File: src/rtl/ctrl_pipeline_if.sv
// ID-stage control/register fields into the pipeline and the EX/MEM/WB control, hazard
// and forwarding results coming back out.
interface ctrl_pipeline_if;
  logic [9:0] ctrl_i;
  logic [4:0] rs_i;
  logic [4:0] rt_i;
  logic [4:0] rd_i;
  logic       flush_i;
  logic       stall_o;
  logic [9:0] ex_ctrl_o;
  logic [4:0] ex_rs_o;
  logic [4:0] ex_rt_o;
  logic [3:0] mem_ctrl_o;
  logic [4:0] mem_wreg_o;
  logic [4:0] wb_wreg_o;
  logic [1:0] wb_ctrl_o;
  logic [1:0] fwdA_o;
  logic [1:0] fwdB_o;

  modport master (
    output ctrl_i, rs_i, rt_i, rd_i, flush_i,
    input  stall_o, ex_ctrl_o, ex_rs_o, ex_rt_o, mem_ctrl_o, mem_wreg_o, wb_wreg_o,
           wb_ctrl_o, fwdA_o, fwdB_o
  );

  modport slave (
    input  ctrl_i, rs_i, rt_i, rd_i, flush_i,
    output stall_o, ex_ctrl_o, ex_rs_o, ex_rt_o, mem_ctrl_o, mem_wreg_o, wb_wreg_o,
           wb_ctrl_o, fwdA_o, fwdB_o
  );
endinterface

File: src/rtl/ctrl_pipeline.sv
// EX/MEM/WB control pipeline registers with load-use stall detection, flush bubbles and
// EX operand forwarding selection.
module ctrl_pipeline (
  input  logic          clk_i,
  input  logic          rst_i,
  ctrl_pipeline_if.slave bus
);

  logic [9:0] ex_ctrl_q;
  logic [4:0] ex_rs_q, ex_rt_q, ex_rd_q;
  logic [3:0] mem_ctrl_q;
  logic [4:0] mem_wreg_q;
  logic [1:0] wb_ctrl_q;
  logic [4:0] wb_wreg_q;

  logic [9:0] ctrl_clean;
  logic [4:0] ex_wreg;
  logic       stall;
  logic       bubble;
  logic [1:0] fwd_a, fwd_b;

  // Only a definite 1 survives capture, so unknown bits never reach the write enables.
  always_comb begin
    ctrl_clean = '0;
    for (int i = 0; i < 10; i++) begin
      ctrl_clean[i] = (bus.ctrl_i[i] === 1'b1);
    end
  end

  assign ex_wreg = ex_ctrl_q[9] ? ex_rd_q : ex_rt_q;

  always_comb begin
    stall = 1'b0;
    if (ex_ctrl_q[4] && (ex_wreg != 5'd0) &&
        ((ex_wreg == bus.rs_i) || (ex_wreg == bus.rt_i))) begin
      stall = 1'b1;
    end
  end

  assign bubble = stall | bus.flush_i;

  always_ff @(posedge clk_i or posedge rst_i) begin
    if (rst_i) begin
      ex_ctrl_q  <= '0;
      ex_rs_q    <= '0;
      ex_rt_q    <= '0;
      ex_rd_q    <= '0;
      mem_ctrl_q <= '0;
      mem_wreg_q <= '0;
      wb_ctrl_q  <= '0;
      wb_wreg_q  <= '0;
    end else begin
      if (bubble) begin
        ex_ctrl_q <= '0;
        ex_rs_q   <= '0;
        ex_rt_q   <= '0;
        ex_rd_q   <= '0;
      end else begin
        ex_ctrl_q <= ctrl_clean;
        ex_rs_q   <= bus.rs_i;
        ex_rt_q   <= bus.rt_i;
        ex_rd_q   <= bus.rd_i;
      end
      mem_ctrl_q <= ex_ctrl_q[7:4];
      mem_wreg_q <= ex_wreg;
      wb_ctrl_q  <= mem_ctrl_q[3:2];
      wb_wreg_q  <= mem_wreg_q;
    end
  end

  // MEM is checked first so the younger result wins when both stages target one register.
  always_comb begin
    fwd_a = 2'b00;
    fwd_b = 2'b00;
    if (mem_ctrl_q[2] && (mem_wreg_q != 5'd0) && (mem_wreg_q == ex_rs_q)) begin
      fwd_a = 2'b10;
    end else if (wb_ctrl_q[0] && (wb_wreg_q != 5'd0) && (wb_wreg_q == ex_rs_q)) begin
      fwd_a = 2'b01;
    end
    if (mem_ctrl_q[2] && (mem_wreg_q != 5'd0) && (mem_wreg_q == ex_rt_q)) begin
      fwd_b = 2'b10;
    end else if (wb_ctrl_q[0] && (wb_wreg_q != 5'd0) && (wb_wreg_q == ex_rt_q)) begin
      fwd_b = 2'b01;
    end
  end

  assign bus.stall_o    = stall;
  assign bus.ex_ctrl_o  = ex_ctrl_q;
  assign bus.ex_rs_o    = ex_rs_q;
  assign bus.ex_rt_o    = ex_rt_q;
  assign bus.mem_ctrl_o = mem_ctrl_q;
  assign bus.mem_wreg_o = mem_wreg_q;
  assign bus.wb_ctrl_o  = wb_ctrl_q;
  assign bus.wb_wreg_o  = wb_wreg_q;
  assign bus.fwdA_o     = fwd_a;
  assign bus.fwdB_o     = fwd_b;

endmodule

File: src/flat_wrapper.sv
// flat-port wrapper written by rule: the top's interface ports become plain ports
module ctrl_pipeline_flat 
  (clk_i, rst_i, bus_ctrl_i, bus_rs_i, bus_rt_i, bus_rd_i, bus_flush_i, bus_stall_o, bus_ex_ctrl_o, bus_ex_rs_o, bus_ex_rt_o, bus_mem_ctrl_o, bus_mem_wreg_o, bus_wb_wreg_o, bus_wb_ctrl_o, bus_fwdA_o, bus_fwdB_o);
  ctrl_pipeline_if bus_i ();
  input  logic clk_i;
  input  logic rst_i;
  input wire logic [$bits(bus_i.ctrl_i)-1:0] bus_ctrl_i;
  input wire logic [$bits(bus_i.rs_i)-1:0] bus_rs_i;
  input wire logic [$bits(bus_i.rt_i)-1:0] bus_rt_i;
  input wire logic [$bits(bus_i.rd_i)-1:0] bus_rd_i;
  input wire logic [$bits(bus_i.flush_i)-1:0] bus_flush_i;
  output wire logic [$bits(bus_i.stall_o)-1:0] bus_stall_o;
  output wire logic [$bits(bus_i.ex_ctrl_o)-1:0] bus_ex_ctrl_o;
  output wire logic [$bits(bus_i.ex_rs_o)-1:0] bus_ex_rs_o;
  output wire logic [$bits(bus_i.ex_rt_o)-1:0] bus_ex_rt_o;
  output wire logic [$bits(bus_i.mem_ctrl_o)-1:0] bus_mem_ctrl_o;
  output wire logic [$bits(bus_i.mem_wreg_o)-1:0] bus_mem_wreg_o;
  output wire logic [$bits(bus_i.wb_wreg_o)-1:0] bus_wb_wreg_o;
  output wire logic [$bits(bus_i.wb_ctrl_o)-1:0] bus_wb_ctrl_o;
  output wire logic [$bits(bus_i.fwdA_o)-1:0] bus_fwdA_o;
  output wire logic [$bits(bus_i.fwdB_o)-1:0] bus_fwdB_o;
  assign bus_i.ctrl_i = bus_ctrl_i;
  assign bus_i.rs_i = bus_rs_i;
  assign bus_i.rt_i = bus_rt_i;
  assign bus_i.rd_i = bus_rd_i;
  assign bus_i.flush_i = bus_flush_i;
  assign bus_stall_o = bus_i.stall_o;
  assign bus_ex_ctrl_o = bus_i.ex_ctrl_o;
  assign bus_ex_rs_o = bus_i.ex_rs_o;
  assign bus_ex_rt_o = bus_i.ex_rt_o;
  assign bus_mem_ctrl_o = bus_i.mem_ctrl_o;
  assign bus_mem_wreg_o = bus_i.mem_wreg_o;
  assign bus_wb_wreg_o = bus_i.wb_wreg_o;
  assign bus_wb_ctrl_o = bus_i.wb_ctrl_o;
  assign bus_fwdA_o = bus_i.fwdA_o;
  assign bus_fwdB_o = bus_i.fwdB_o;
  ctrl_pipeline u_core (.clk_i(clk_i), .rst_i(rst_i), .bus(bus_i));
endmodule
File: config.mk
export PLATFORM = sky130hd
export DESIGN_NAME = ctrl_pipeline_flat
export DESIGN_NICKNAME = d
export VERILOG_FILES = /design/src/rtl/ctrl_pipeline_if.sv /design/src/rtl/ctrl_pipeline.sv /design/src/flat_wrapper.sv
export SDC_FILE = /design/constraint.sdc
export NUM_CORES = 1
export LEC_CHECK = 0
export CORE_MARGIN = 2
export CORE_UTILIZATION = 43
export CTS_CLUSTER_DIAMETER = 200
export DETAILED_ROUTE_END_ITERATION = 10
export PLACE_DENSITY_LB_ADDON = 0.08
export SLEW_MARGIN = 20
export SYNTH_ARGS = -nofsm -noshare
export SYNTH_HDL_FRONTEND = slang
export SYNTH_SLANG_ARGS = --single-unit
File: constraint.sdc
create_clock -name clk_i -period 2.29 [get_ports clk_i]
set_clock_uncertainty 0.2 [all_clocks]
set_input_delay 0.229 -clock clk_i [delete_from_list [all_inputs] [get_ports clk_i]]
set_output_delay 0.229 -clock clk_i [all_outputs]
set_load 0.02 [all_outputs]
==> run metrics <==
Hold Crit Class in -> async; nets 263; post-synthesis sequential area ratio 57.2%; largest net degree at the start of global routing 42; Mapped Area 1790 um^2; GRT overflow 0; Slew HR 67.5%; # fillers 259; period utilisation layout 102%; Slew Limit Fails 0; Seq. cell area 1030 um^2; YS warnings 0; DRC Markers 0; crit-path max cell delay 550 ps; CTS max path bufs 2; Setup TNS Final -86.7 ps; CP arrival 1910 ps; total core area 4000 um^2; Starting Density 44.8%; Gate Count Post-Synth 132; Worst setup SP type flip-flop; Critical Path End Type output port; reg2reg start u_core.bus.ex_ctrl_o[9]; port bufs 68; cell family with most CP delay simple AND/OR/NAND/NOR gates; FF-to-FF End u_core.bus.ex_ctrl_o[7]; Post-Syn Nets 160; Place WS -263 ps; crit path max-delay cell type or4_4; Initial DRC Count 28; R2R depth 8; Final Critical Period 2330 ps; Yosys cell types 19; Seq cells post-synth 41; maximum fanout along the worst path 3; CTS tree yes; DP HPWL 3.26 mm; clock buffer count from CTS 5; Tot Pwr 1.83 mW; Max-Cap Viols 0; Worst EP required 1860 ps; maximum vdd ir drop 0.681 mV; P per Cell Area 615 nW/um^2; Row Count 23; Setup Viol. Count Final 2; H-tree depth 2; TritonRoute pass-1 iters 4; RSZ-0062 raised after global routing yes; WL/cell 15.4 um; Placer Congestion 0.811; Via Count 1386; final WL 4.40 mm; n_diodes 0; Final ANT Viol Nets 0; most frequent CP cell or4_4; Clock Root Buffer clkbuf_8; Reg2Reg Setup Slack 190 ps; final hold viol count 0; crit path buf inv count 1; CP Cell Sequence or4_4, o21ai_2, or4_4, nor4_4, buf_4; GRT Overall Usage 21.6%; Top Ports 69; clock slew at reported path FFs 70 ps; initial antenna violation count 0; top_reg_cell synth dfrtp_1; vias in the first global route 1475; Async S/R FF share, synth 100%; Die Area 4700 um^2; violated checks setup timing; Least-Margin Pin Slew 488 ps; number of flops mapped to enable cells by yosys 0; syn avg cell area 13.6 um^2; status finished with violations; first-pass GRT wire length 6.98 mm; die width 68.6 um; leakage 1.33 nW; layout cells sized above 1 31.4%; final worst setup slack -44.1 ps; Synth-to-Final Area Change 65.7%; Post-CTS Hold Buffers 0; crit path kind reg -> out; worst-skew pair later-pin latency 290 ps; f_max 0.428 GHz; CTS sink cnt 41; Die Y-Extent 68.6 um; vias per cell 4.85; Multi-input gate area 807 um^2
[where the power goes]
group / total (mW) / internal [mW] / switching [mW] / leakage, nW
clock: 0.587 / 0.355 / 0.232 / 0.0585
combinational: 0.439 / 0.240 / 0.200 / 0.740
sequential: 0.802 / 0.767 / 0.0348 / 0.529
total: 1.83 / 1.36 / 0.466 / 1.33
[cell usage after synthesis, types with 3 or more instances]
master / number / area share (%)
xnor2_1: 12 / 5.9
inv_1: 6 / 1.3
nor3b_1: 16 / 6.7
nor3b_2: 9 / 6.3
or4_1: 4 / 1.7
xor2_1: 18 / 8.8
dfrtp_1: 41 / 57
buf_6: 3 / 1.9
nor4_1: 4 / 1.4
nand3_1: 4 / 1.1
o21ai_0: 3 / 0.84
[per-layer routing]
layer / GRT usage [%] / wire, um / up-vias
met1: 24.5 / 1680 / 667
met5: 0 / 0 / -
li1: - / - / 651
met3: 6.33 / 249 / 10
met2: 36.5 / 2350 / 58
met4: 11.8 / 123 / 0
[kinds of logic (layout without fill, tap and decap cells)]
logic type / after synthesis / count (layout) / share of synthesized area [%]
AOI/OAI and AO/OA: 4 / 4 / 1.33
xor gates and xnor gates: 30 / 30 / 14.7
buffers and inverters: 12 / 116 / 3.77
DFF: 41 / 41 / 57.2
muxes: 5 / 5 / 4.40
and+or+nand+nor: 40 / 40 / 18.6
[state kept, by name, indices dropped and copies added, names as in the netlist]
signal and flops:
u_core.bus.ex_ctrl_o 10, u_core.bus.ex_rs_o 5, u_core.bus.ex_rt_o 5, u_core.bus.mem_ctrl_o 4, u_core.bus.mem_wreg_o 5, u_core.bus.wb_ctrl_o 2, u_core.bus.wb_wreg_o 5, u_core.ex_rd_q 5
[tightest hold or removal path, stage by stage]
cell,delay (ps)
clkdlybuf4s50_1,400
inv_1,50
buf_4,420
[worst max-delay path by stage]
| stage | start | to | slack (ps) | cells after the start |
|---|---|---|---|---|
| floorplan | u_core.bus.mem_wreg_o[0] | bus_fwdA_o[0] | 70 | 4 |
| global placement | u_core.bus.wb_wreg_o[4] | bus_fwdB_o[0] | -180 | 5 |
| detailed placement | u_core.bus.mem_wreg_o[0] | bus_fwdA_o[0] | -260 | 5 |
| CTS | u_core.bus.wb_wreg_o[4] | bus_fwdA_o[0] | -90 | 5 |
| global route | u_core.bus.wb_wreg_o[4] | bus_fwdB_o[0] | -120 | 5 |
| finish | u_core.bus.wb_wreg_o[4] | bus_fwdB_o[0] | -40 | 5 |
[what timing repair did]
action	CTS	global route
resized for setup	28	17
pin swaps	1	4
cloned	0	0
setup endpoints to repair	5	9
buffers inserted	1	2
[stage by stage]
| stage | hold WS, ps | instance area, um^2 | utilization, % | std cells |
|---|---|---|---|---|
| floorplan | 188 | 1810 | - | 132 |
| detailed placement | 159 | 2760 | 68.9 | 276 |
| finish | 159 | 2970 | 74.3 | 286 |
| global placement | 156 | 2760 | 68.9 | 276 |
| global route | 189 | 2970 | 74.3 | 286 |
| CTS | 175 | 2900 | 72.5 | 285 |
[layout by cell type, fill, tap and decap left out]
master,instances
inv_1,6
xor2_1,18
o21ai_1,1
bufinv_16,1
xnor2_4,1
nand3_1,3
buf_12,1
o21ai_2,1
or4_4,3
nor3b_1,16
nand4_1,1
o21ai_4,1
nor3_2,2
a21oi_2,1
nand3_2,1
nor3b_2,9
or4_1,1
buf_4,36
mux2i_4,2
clkbuf_8,6
xnor2_2,2
nor4_4,2
nor4_2,2
clkbuf_2,1
mux2i_1,2
xnor2_1,9
clkbuf_1,1
mux2i_2,1
dfrtp_1,41
clkdlybuf4s50_1,63
buf_6,1
[final cells by class]
type                            count  share of cell area [%]
Sequential cell                    41                    34.5
Clock buffer                        7                    2.91
Tap cell                           50                    2.11
Inverter                            6                   0.758
Clock inverter                      1                    1.01
Multi-Input combinational cell     79                    27.2
Timing Repair Buffer              102                    31.5
Note: power is estimated with default switching activity, not from simulation.
